<file path="src/rtl/trim_pwm_mc_if.sv">
// Register-side bundle for the multi-channel trim PWM: enable, shadow write
// strobes and the registered PWM/terminal-count outputs.
interface trim_pwm_mc_if #(
   parameter int Resolution = 8,
   parameter int Channels   = 4
);
   logic                  en;
   logic                  period_wr;
   logic [Resolution-1:0] period_data;
   logic                  cmp_wr;
   logic [2:0]            cmp_sel;
   logic [Resolution-1:0] cmp_data;
   logic [Channels-1:0]   pwm;
   logic                  tc;

   modport master (
      output en, period_wr, period_data, cmp_wr, cmp_sel, cmp_data,
      input  pwm, tc
   );

   modport slave (
      input  en, period_wr, period_data, cmp_wr, cmp_sel, cmp_data,
      output pwm, tc
   );
endinterface

</file>
<file path="src/rtl/trim_pwm_mc.sv">
// Multi-channel trim PWM: one shared period counter (edge or center aligned)
// feeding Channels double-buffered "count < compare" outputs.
module trim_pwm_mc_ch #(
   parameter int Resolution = 8
) (
   input  logic                  clock,
   input  logic                  reset,
   input  logic                  en_i,
   input  logic                  bnd_i,
   input  logic                  wr_i,
   input  logic [Resolution-1:0] data_i,
   input  logic [Resolution-1:0] count_i,
   output logic                  pwm_o
);
   logic [Resolution-1:0] cmp_sh_q, cmp_sh_d, cmp_act_q;
   logic                  pwm_q;

   // A write landing on the boundary cycle is passed straight into active.
   always_comb cmp_sh_d = wr_i ? data_i : cmp_sh_q;

   always_ff @(posedge clock or posedge reset) begin
      if (reset) begin
         cmp_sh_q  <= '0;
         cmp_act_q <= '0;
         pwm_q     <= 1'b0;
      end else begin
         cmp_sh_q <= cmp_sh_d;
         if (bnd_i) cmp_act_q <= cmp_sh_d;
         if (en_i)  pwm_q     <= (count_i < cmp_act_q);
      end
   end

   assign pwm_o = pwm_q;
endmodule

module trim_pwm_mc #(
   parameter int Resolution  = 8,
   parameter int Channels    = 4,
   parameter int CenterAlign = 0
) (
   input  logic          clock,
   input  logic          reset,
   trim_pwm_mc_if.slave  bus
);
   localparam logic [Resolution-1:0] ONE = Resolution'(1);

   logic [Resolution-1:0] count_q, count_d;
   logic [Resolution-1:0] per_sh_q, per_sh_d, per_act_q, per_nxt;
   logic                  dir_q, dir_d;   // 1 = counting down
   logic                  tc_q, bnd;
   logic [Channels-1:0]   pwm_w;

   always_comb begin
      per_sh_d = bus.period_wr ? bus.period_data : per_sh_q;
      if (CenterAlign != 0)
         bnd = bus.en && ((per_act_q == '0) || (count_q == '0 && dir_q));
      else
         bnd = bus.en && (count_q == per_act_q);
      per_nxt = bnd ? per_sh_d : per_act_q;
      count_d = count_q;
      dir_d   = dir_q;
      if (CenterAlign == 0) begin
         count_d = (count_q == per_act_q) ? '0 : count_q + ONE;
      end else if (count_q == '0) begin
         // Valley: the next sweep climbs under whichever period is now active.
         count_d = (per_nxt == '0) ? '0 : ONE;
         dir_d   = 1'b0;
      end else if (!dir_q && count_q >= per_act_q) begin
         count_d = count_q - ONE;
         dir_d   = 1'b1;
      end else if (!dir_q) begin
         count_d = count_q + ONE;
      end else begin
         count_d = count_q - ONE;
      end
   end

   always_ff @(posedge clock or posedge reset) begin
      if (reset) begin
         count_q   <= '0;
         dir_q     <= 1'b0;
         per_sh_q  <= '1;
         per_act_q <= '1;
         tc_q      <= 1'b0;
      end else begin
         per_sh_q <= per_sh_d;
         if (bnd) per_act_q <= per_sh_d;
         if (bus.en) begin
            count_q <= count_d;
            dir_q   <= dir_d;
         end
         tc_q <= bnd;
      end
   end

   for (genvar i = 0; i < Channels; i++) begin : g_ch
      trim_pwm_mc_ch #(.Resolution(Resolution)) u_ch (
         .clock   (clock),
         .reset   (reset),
         .en_i    (bus.en),
         .bnd_i   (bnd),
         .wr_i    (bus.cmp_wr && (bus.cmp_sel == 3'(i))),
         .data_i  (bus.cmp_data),
         .count_i (count_q),
         .pwm_o   (pwm_w[i])
      );
   end

   assign bus.pwm = pwm_w;
   assign bus.tc  = tc_q;
endmodule

</file>
<file path="src/flat_wrapper.sv">
// flat-port wrapper written by rule: the top's interface ports become plain ports
module trim_pwm_mc_flat 
#(
   parameter int Resolution  = 8,
   parameter int Channels    = 4,
   parameter int CenterAlign = 0
)
  (clock, reset, bus_en, bus_period_wr, bus_period_data, bus_cmp_wr, bus_cmp_sel, bus_cmp_data, bus_pwm, bus_tc);
  trim_pwm_mc_if #(.Resolution(Resolution), .Channels(Channels)) bus_i ();
  input  logic clock;
  input  logic reset;
  input wire logic [$bits(bus_i.en)-1:0] bus_en;
  input wire logic [$bits(bus_i.period_wr)-1:0] bus_period_wr;
  input wire logic [$bits(bus_i.period_data)-1:0] bus_period_data;
  input wire logic [$bits(bus_i.cmp_wr)-1:0] bus_cmp_wr;
  input wire logic [$bits(bus_i.cmp_sel)-1:0] bus_cmp_sel;
  input wire logic [$bits(bus_i.cmp_data)-1:0] bus_cmp_data;
  output wire logic [$bits(bus_i.pwm)-1:0] bus_pwm;
  output wire logic [$bits(bus_i.tc)-1:0] bus_tc;
  assign bus_i.en = bus_en;
  assign bus_i.period_wr = bus_period_wr;
  assign bus_i.period_data = bus_period_data;
  assign bus_i.cmp_wr = bus_cmp_wr;
  assign bus_i.cmp_sel = bus_cmp_sel;
  assign bus_i.cmp_data = bus_cmp_data;
  assign bus_pwm = bus_i.pwm;
  assign bus_tc = bus_i.tc;
  trim_pwm_mc #(.Resolution(Resolution), .Channels(Channels), .CenterAlign(CenterAlign)) u_core (.clock(clock), .reset(reset), .bus(bus_i));
endmodule
</file>
<file path="config.mk">
export PLATFORM = sky130hd
export DESIGN_NAME = trim_pwm_mc_flat
export DESIGN_NICKNAME = d
export VERILOG_FILES = /design/src/rtl/trim_pwm_mc_if.sv /design/src/rtl/trim_pwm_mc.sv /design/src/flat_wrapper.sv
export SDC_FILE = /design/constraint.sdc
export NUM_CORES = 1
export LEC_CHECK = 0
export ABC_AREA = 1
export CAP_MARGIN = 10
export CORE_MARGIN = 8
export CORE_UTILIZATION = 40
export DETAILED_ROUTE_END_ITERATION = 6
export PLACE_DENSITY = 0.64
export RECOVER_POWER = 50
export SLEW_MARGIN = 10
export SYNTH_ARGS = -nofsm -noshare
export SYNTH_HDL_FRONTEND = slang
export SYNTH_HIERARCHICAL = 1
export SYNTH_SLANG_ARGS = --single-unit
</file>
<file path="constraint.sdc">
create_clock -name clock -period 4 [get_ports clock]
set_input_delay 0.4 -clock clock [delete_from_list [all_inputs] [get_ports clock]]
set_output_delay 0.4 -clock clock [all_outputs]
set_load 0.02 [all_outputs]
</file>
==> reports/summary.txt <==
======================================================================================
Post-Synthesis Net Count                                                           561
Post-CTS Setup Bufs                                                                  0
Endpoint kind of the worst setup timing path                                      flop
Y dimension of the die                                                        126.8 um
CTS H-tree lvls                                                                      3
Mean area per synthesized cell                                               9.670 um2
Area added between synthesis and finish                                         13.02%
Multi-input logic area                                                    0.002125 mm2
F_max                                                                        398.1 MHz
Core area                                                                  0.01201 mm2
Standard-cell rows                                                                  40
Number of sinks on the clock net                                                    93
Floorplan die area                                                         0.01608 mm2
Filler instances                                                                  1162
Worst setup timing slack at the placement stage                               1.391 ns
Largest area contributor in the synthesized netlist                       sky130_fd_sc_hd__dfrtp_1
I/O pin total                                                                       29
Instance count after placement with tap cells included                             674
Status                                                                    finished, final reports clean
Overall routing resource usage                                                  13.19%
Final total negative setup slack                                                  0 ns
Most instantiated cells after synthesis                                   sky130_fd_sc_hd__nand2_1 (130), sky130_fd_sc_hd__dfrtp_1 (77), sky130_fd_sc_hd__inv_1 (76)
Number of vias per cell                                                          4.694
Setup slack of the critical path after layout                                 1.488 ns
Maximum number of pins on one net before global-route repair                        43
Most instantiated library cell after synthesis                            sky130_fd_sc_hd__nand2_1
Largest cells by area after synthesis                                     sky130_fd_sc_hd__dfrtp_1 (39%), sky130_fd_sc_hd__nand2_1 (9.9%), sky130_fd_sc_hd__dfstp_2 (8.6%)
Post-route insts no fill                                                           690
Kind of launch point of the worst setup path                                      flop
Wire length of the first global-routing pass                                  16.79 mm
Final weighted congestion of routability-driven global placement                0.7750
Total overflow reported by the global router                                         0
Clock tree from TritonCTS                                                          yes
CTS Root Buffer Type                                                      sky130_fd_sc_hd__clkbuf_16
Number of gates resized after cts                                                    0
Number of maximum-capacitance violations                                             0
Number of nets at the end of the flow                                              591
Class of the tightest hold or removal check                                 reg -> reg
Actual slew at the worst max-slew pin                                         1.044 ns
Critical path peak fanout                                                           42
Diodes inserted                                                                      0
Worst slew margin relative to its limit                                         30.13%
Fraction of synthesized cell area taken by the top area cell type               39.23%
DRT Pass-1 Iters                                                                     4
Clock buffers created by TritonCTS                                                   9
Launch instance of the worst register-to-register path                    u_core/count_q[5]
Final wirelength                                                              9.819 mm
Portion of the post-synthesis area used by sequential elements                  47.78%
Routed length per instance                                                    14.23 um
Detail Placement HPWL                                                         6.897 mm
DRC violations left                                                                  0
Crit path largest cell delay                                                   0.69 ns
Worst-Skew Late Latency                                                        0.34 ns
Beginning of the critical path                                            u_core/count_q[5]
DR vias                                                                           3239
Power per standard cell area                                              480.4 mW/mm2
Leakage power of the design                                                   2.882 nW
Category of the critical setup timing path                                  reg -> reg
Instance count of the mapped netlist                                               508
Area of all placed cells without fillers                                  0.005552 mm2
Placed Area                                                               0.005285 mm2
Worst path arrival time                                                        2.78 ns
Fraction of synthesis flops using an asynchronous set or reset pin              100.0%
Fin Clk Skew                                                               0.007477 ns
Initial DRC Count                                                                  157
Most used cell, CP                                                        sky130_fd_sc_hd__nand2_2
Distinct cell type count of the synthesized netlist                                 28
Number of antenna violations at the first check in global routing                    0
Source of the worst hold timing path                                      u_core/per_act_q[4]
DIE WIDTH                                                                     126.8 um
Shortest period the worst path allows                                         2.512 ns
Number of I/O port buffers                                                          28
Final count of negative-setup-slack endpoints                                        0
Critical-path cell with the highest stage delay                           sky130_fd_sc_hd__dfrtp_1
Initial Util                                                                    40.90%
Clock slew at the register clock pins of the worst setup and hold paths        0.06 ns
Required arrival time at the worst endpoint                                    4.27 ns
Worst vdd rail ir drop                                                       0.2230 mV
Vias in the first global route                                                    3353
CP Cell Sequence                                                          xnor2_1 -> nand2_2 -> nor2_4 -> nand3_4 -> inv_2 -> buf_4 -> nand2_2 -> o21ai_2
Slew Viols, Final                                                                    0
Sequential cell area                                                      0.002347 mm2
Post-route ant nets                                                                  0
Total Power                                                                   2.667 mW
Buffer depth of the longest clock path                                               2
Area of the mapped netlist                                                0.004912 mm2
Final Hold Fails                                                                     0
Seq cells post-synth                                                                93
Post-synth top flop                                                       sky130_fd_sc_hd__dfrtp_1
Number of hold buffers added after CTS                                               0
Number of synthesized flops with an enable pin                                       0
Proportion of layout cells with a drive suffix above 1                          21.55%
Tcrit/Tclk final                                                                62.80%
Total of warnings raised by yosys                                                    6
Setup repair after global routing missed its margin                                 no
======================================================================================
-- final cells by class --
cell class                      instances  share of cell area [%]
Clock inverter                          2                  0.2254
Clock buffer                           14                   4.575
Timing Repair Buffer                   31                   5.454
Sequential cell                        93                   42.28
Tap cell                              147                   3.313
Multi-Input combinational cell        316                   38.27
Inverter                               87                   5.882
-- metrics by stage --
step / hold slack (ns) / utilization (%)
after CTS: 0.4799 / 46.22
after global placement: 0.4658 / 44.00
after global routing: 0.4904 / 46.22
after detailed placement: 0.4704 / 44.00
after floorplan: 0.3261 / -
final: 0.4757 / 46.22
-- worst paths after layout --
check | slack, ns | endpoint | cells past startpoint
setup / recovery | 1.49 | u_core/g_ch[3].u_ch/cmp_act_q[3] | 8
max in group asynchronous | 2.58 | u_core/count_q[1] | 2
setup reg to reg | 1.49 | u_core/g_ch[3].u_ch/cmp_act_q[3] | 8
hold reg to reg | 0.48 | u_core/per_act_q[4] | 2
min in group asynchronous | 0.72 | u_core/g_ch[3].u_ch/cmp_sh_q[5] | 2
hold / removal | 0.48 | u_core/per_act_q[4] | 2
-- metal layers --
layer,up-vias,GRT usage [%],wire (um)
met1,1534,17.24,4877
met3,20,2.472,307
li1,1641,-,-
met2,44,20.24,4322
met4,0,7.138,312
met5,-,0,0
-- state kept, by name, summed over array words and instances, names as in the netlist --
register and count:
u_core/bus.tc 1, u_core/count_q 8, u_core/g_ch.u_ch/cmp_sh_q 32, u_core/per_sh_q 8, u_core/per_act_q 8, u_core/g_ch.u_ch/pwm_o 4
u_core/g_ch.u_ch/cmp_act_q 32
-- worst max-delay path, delay by kind of cell, from the launching register on --
family          cells  cell delay (ns)
xor+xnor            1             0.19
simple gates        4             0.48
flops               1             0.69
compound gates      1             0.05
buf+inv             2             1.02
-- logic make-up (layout without fill, tap and decap cells) --
kind of cell / count (synthesis) / count (layout) / share of synthesized area, %
muxes: 40 / 40 / 11.31
DFF: 93 / 93 / 47.78
adders and majority gates: 29 / 29 / 7.387
and+or+nand+nor: 195 / 195 / 17.45
xor gates and xnor gates: 5 / 5 / 0.8915
AOI/OAI and AO/OA: 47 / 47 / 6.215
buffers and inverters: 99 / 134 / 8.966
-- cells in the final DEF, fill, tap and decap left out --
cell and count:
sky130_fd_sc_hd__o21ai_2 16, sky130_fd_sc_hd__nor2_2 2, sky130_fd_sc_hd__clkinv_2 1, sky130_fd_sc_hd__mux2_2 5, sky130_fd_sc_hd__a21oi_1 8, sky130_fd_sc_hd__inv_2 9, sky130_fd_sc_hd__xnor2_1 1, sky130_fd_sc_hd__nand3b_1 1
sky130_fd_sc_hd__clkinv_1 2, sky130_fd_sc_hd__nor2_8 1, sky130_fd_sc_hd__clkbuf_1 4, sky130_fd_sc_hd__dfstp_2 16, sky130_fd_sc_hd__nand3_1 11, sky130_fd_sc_hd__nor2_4 1, sky130_fd_sc_hd__clkbuf_16 9, sky130_fd_sc_hd__clkinvlp_4 1
sky130_fd_sc_hd__dfrtp_1 77, sky130_fd_sc_hd__inv_1 76, sky130_fd_sc_hd__nand2_1 130, sky130_fd_sc_hd__nor3_1 4, sky130_fd_sc_hd__buf_4 3, sky130_fd_sc_hd__ha_1 29, sky130_fd_sc_hd__xor2_1 4, sky130_fd_sc_hd__clkdlybuf4s50_1 26
sky130_fd_sc_hd__nand2_2 23, sky130_fd_sc_hd__dlygate4sd3_1 2, sky130_fd_sc_hd__mux2_1 7, sky130_fd_sc_hd__clkbuf_8 1, sky130_fd_sc_hd__o21ai_1 19, sky130_fd_sc_hd__a21o_1 4, sky130_fd_sc_hd__nor2_1 20, sky130_fd_sc_hd__mux2_4 28
sky130_fd_sc_hd__nand4_1 1, sky130_fd_sc_hd__nand3_4 1
-- power by group --
part           internal, mW  switching (mW)  leakage [nW]
Combinational         0.299           0.350          1.76
Sequential             1.07           0.168          1.00
Clock                 0.438           0.339         0.127
Total                  1.81           0.856          2.88
Power figures use the tool's default switching activity.
==> patch: new RTL, same flow settings <==
Reset style: synchronous (`reset`), changed in 2 clocked blocks.
--- a/src/rtl/trim_pwm_mc.sv
+++ b/src/rtl/trim_pwm_mc.sv
@@ -19,5 +19,5 @@
    always_comb cmp_sh_d = wr_i ? data_i : cmp_sh_q;
 
-   always_ff @(posedge clock or posedge reset) begin
+   always_ff @(posedge clock) begin
       if (reset) begin
          cmp_sh_q  <= '0;
@@ -76,5 +76,5 @@
    end
 
-   always_ff @(posedge clock or posedge reset) begin
+   always_ff @(posedge clock) begin
       if (reset) begin
          count_q   <= '0;
Check against the original RTL: no difference found for any inputs over 10 cycles, from zero or initial values and one cycle with reset high; that may be too few to reach the edited logic, so the function may still have changed.
==> patch against the unedited design <==
Wire length up 1.9%. Synthesized area is 6.0% lower. Count of clock-buffer cells in the layout fell by 3. Via count increased by 15%. Largest cell class is now multi-input gates. Global-route usage increased by 0.97 points. Critical endpoint is now u_core/g_ch[2].u_ch/cmp_act_q[7]. Sequential cell count did not move. Worst setup slack worse by 230 ps. Clock skew hardly changed. Critical path type unchanged. Critical path depth increased by 3. Final area fell by 6.1%.
Power is not compared: it rests on default switching activity, and its combinational part moved more than twofold at a synthesized area within 25%.
==> patch: results (changes against the unedited design) <==
stage,metric,value,unit,change
run_status,outcome,finished clean,,
worst_setup_path,Crit path max-delay family,simple AND/OR/NAND/NOR gates,,
grt,vias in the first global route,3779,,+13%
detailed_routing,Routed WL,10000,um,+1.9%
worst_setup_path,arrival time of the worst setup path,3030,ps,+250 ps
grt,GR Layer Usage met3,3.379,%,+0.91 points
worst_setup_path,"Largest stage delay, worst path",640,ps,-50 ps
worst_setup_path,flop2flop setup slack,1260,ps,-230 ps
logic_synthesis,Compound-Gate Fraction of Synth Area,6.717,%,+0.50 points
grt,first-pass GRT wire length,17060,um,+1.6%
detailed_routing,DR WL met3,395,um,+29%
detailed_routing,WL met1,4410,um,-9.6%
place,DP Worst Slack,1186,ps,-204.5 ps
final_layout,fin nets,706,,+19%
logic_synthesis,Synth Net Count,682,,+22%
final_layout,Filler Cell Count,1168,,+0.52%
logic_synthesis,post-synthesis cell type count,30,,+7.1%
detailed_routing,DR WL met2,5055,um,+17%
detailed_routing,initial drt markers,281,,+79%
min_path,Hold EP,u_core/per_sh_q[2],,
sta,post-layout minimum cycle time,2741,ps,+228.8 ps
logic_synthesis,mux contribution to synthesized area,6.284,%,-5.0 points
grt,M2 GR Usage,24.77,%,+4.5 points
worst_setup_path,Critical Path Start,u_core/count_q[2],,
grt,overall global routing resource usage,14.15,%,+0.97 points
worst_setup_path,Critical R2R Launch,u_core/count_q[2],,
worst_setup_path,Worst Setup EP,u_core/g_ch[2].u_ch/cmp_act_q[7],,
logic_synthesis,ys async rst share,0,%,-100 points
final_layout,Clock-cell share,4.970,%,+0.17 points
logic_synthesis,Synth area leaders,"dfxtp_1 (40%), nand2_1 (14%), inv_1 (8.9%), ha_1 (7.9%), mux2i_1 (6.3%)",,
patch: changes by cell type in the layout (fill, tap and decap cells not counted), sizes merged, moves of 25 or more:
cell   before  now
a21oi       8   41
mux2       40    0
nor2       24   65
inv        85  110
mux2i       0   29
o21ai      35    5
dfrtp      77    0
dfxtp       0   93
nand2     153  181
patch: stage by stage:
step | util [%] | total power (W) | instance area, um2 | hold WS, ps | instances
2_1_floorplan | - | 0.001055 | 4619 | 424.3 | 629
3_3_place_gp | 43.75 | 0.001106 | 4975 | 433.1 | 785
3_5_place_dp | 43.75 | 0.001109 | 4975 | 439.4 | 785
4_1_cts | 46.03 | 0.001878 | 5234 | 454.4 | 800
5_1_grt | 45.83 | 0.001930 | 5211 | 482.7 | 800
6_report | 45.83 | 0.001847 | 5211 | 448.4 | 800
patch: worst reg2reg max path: cells and delay by family (launching register included):
kind,cells,cell delay (ps)
AOI/OAI and AO/OA,1,170
buffers and inverters,4,790
DFF,1,630
and+or+nand+nor,6,1120
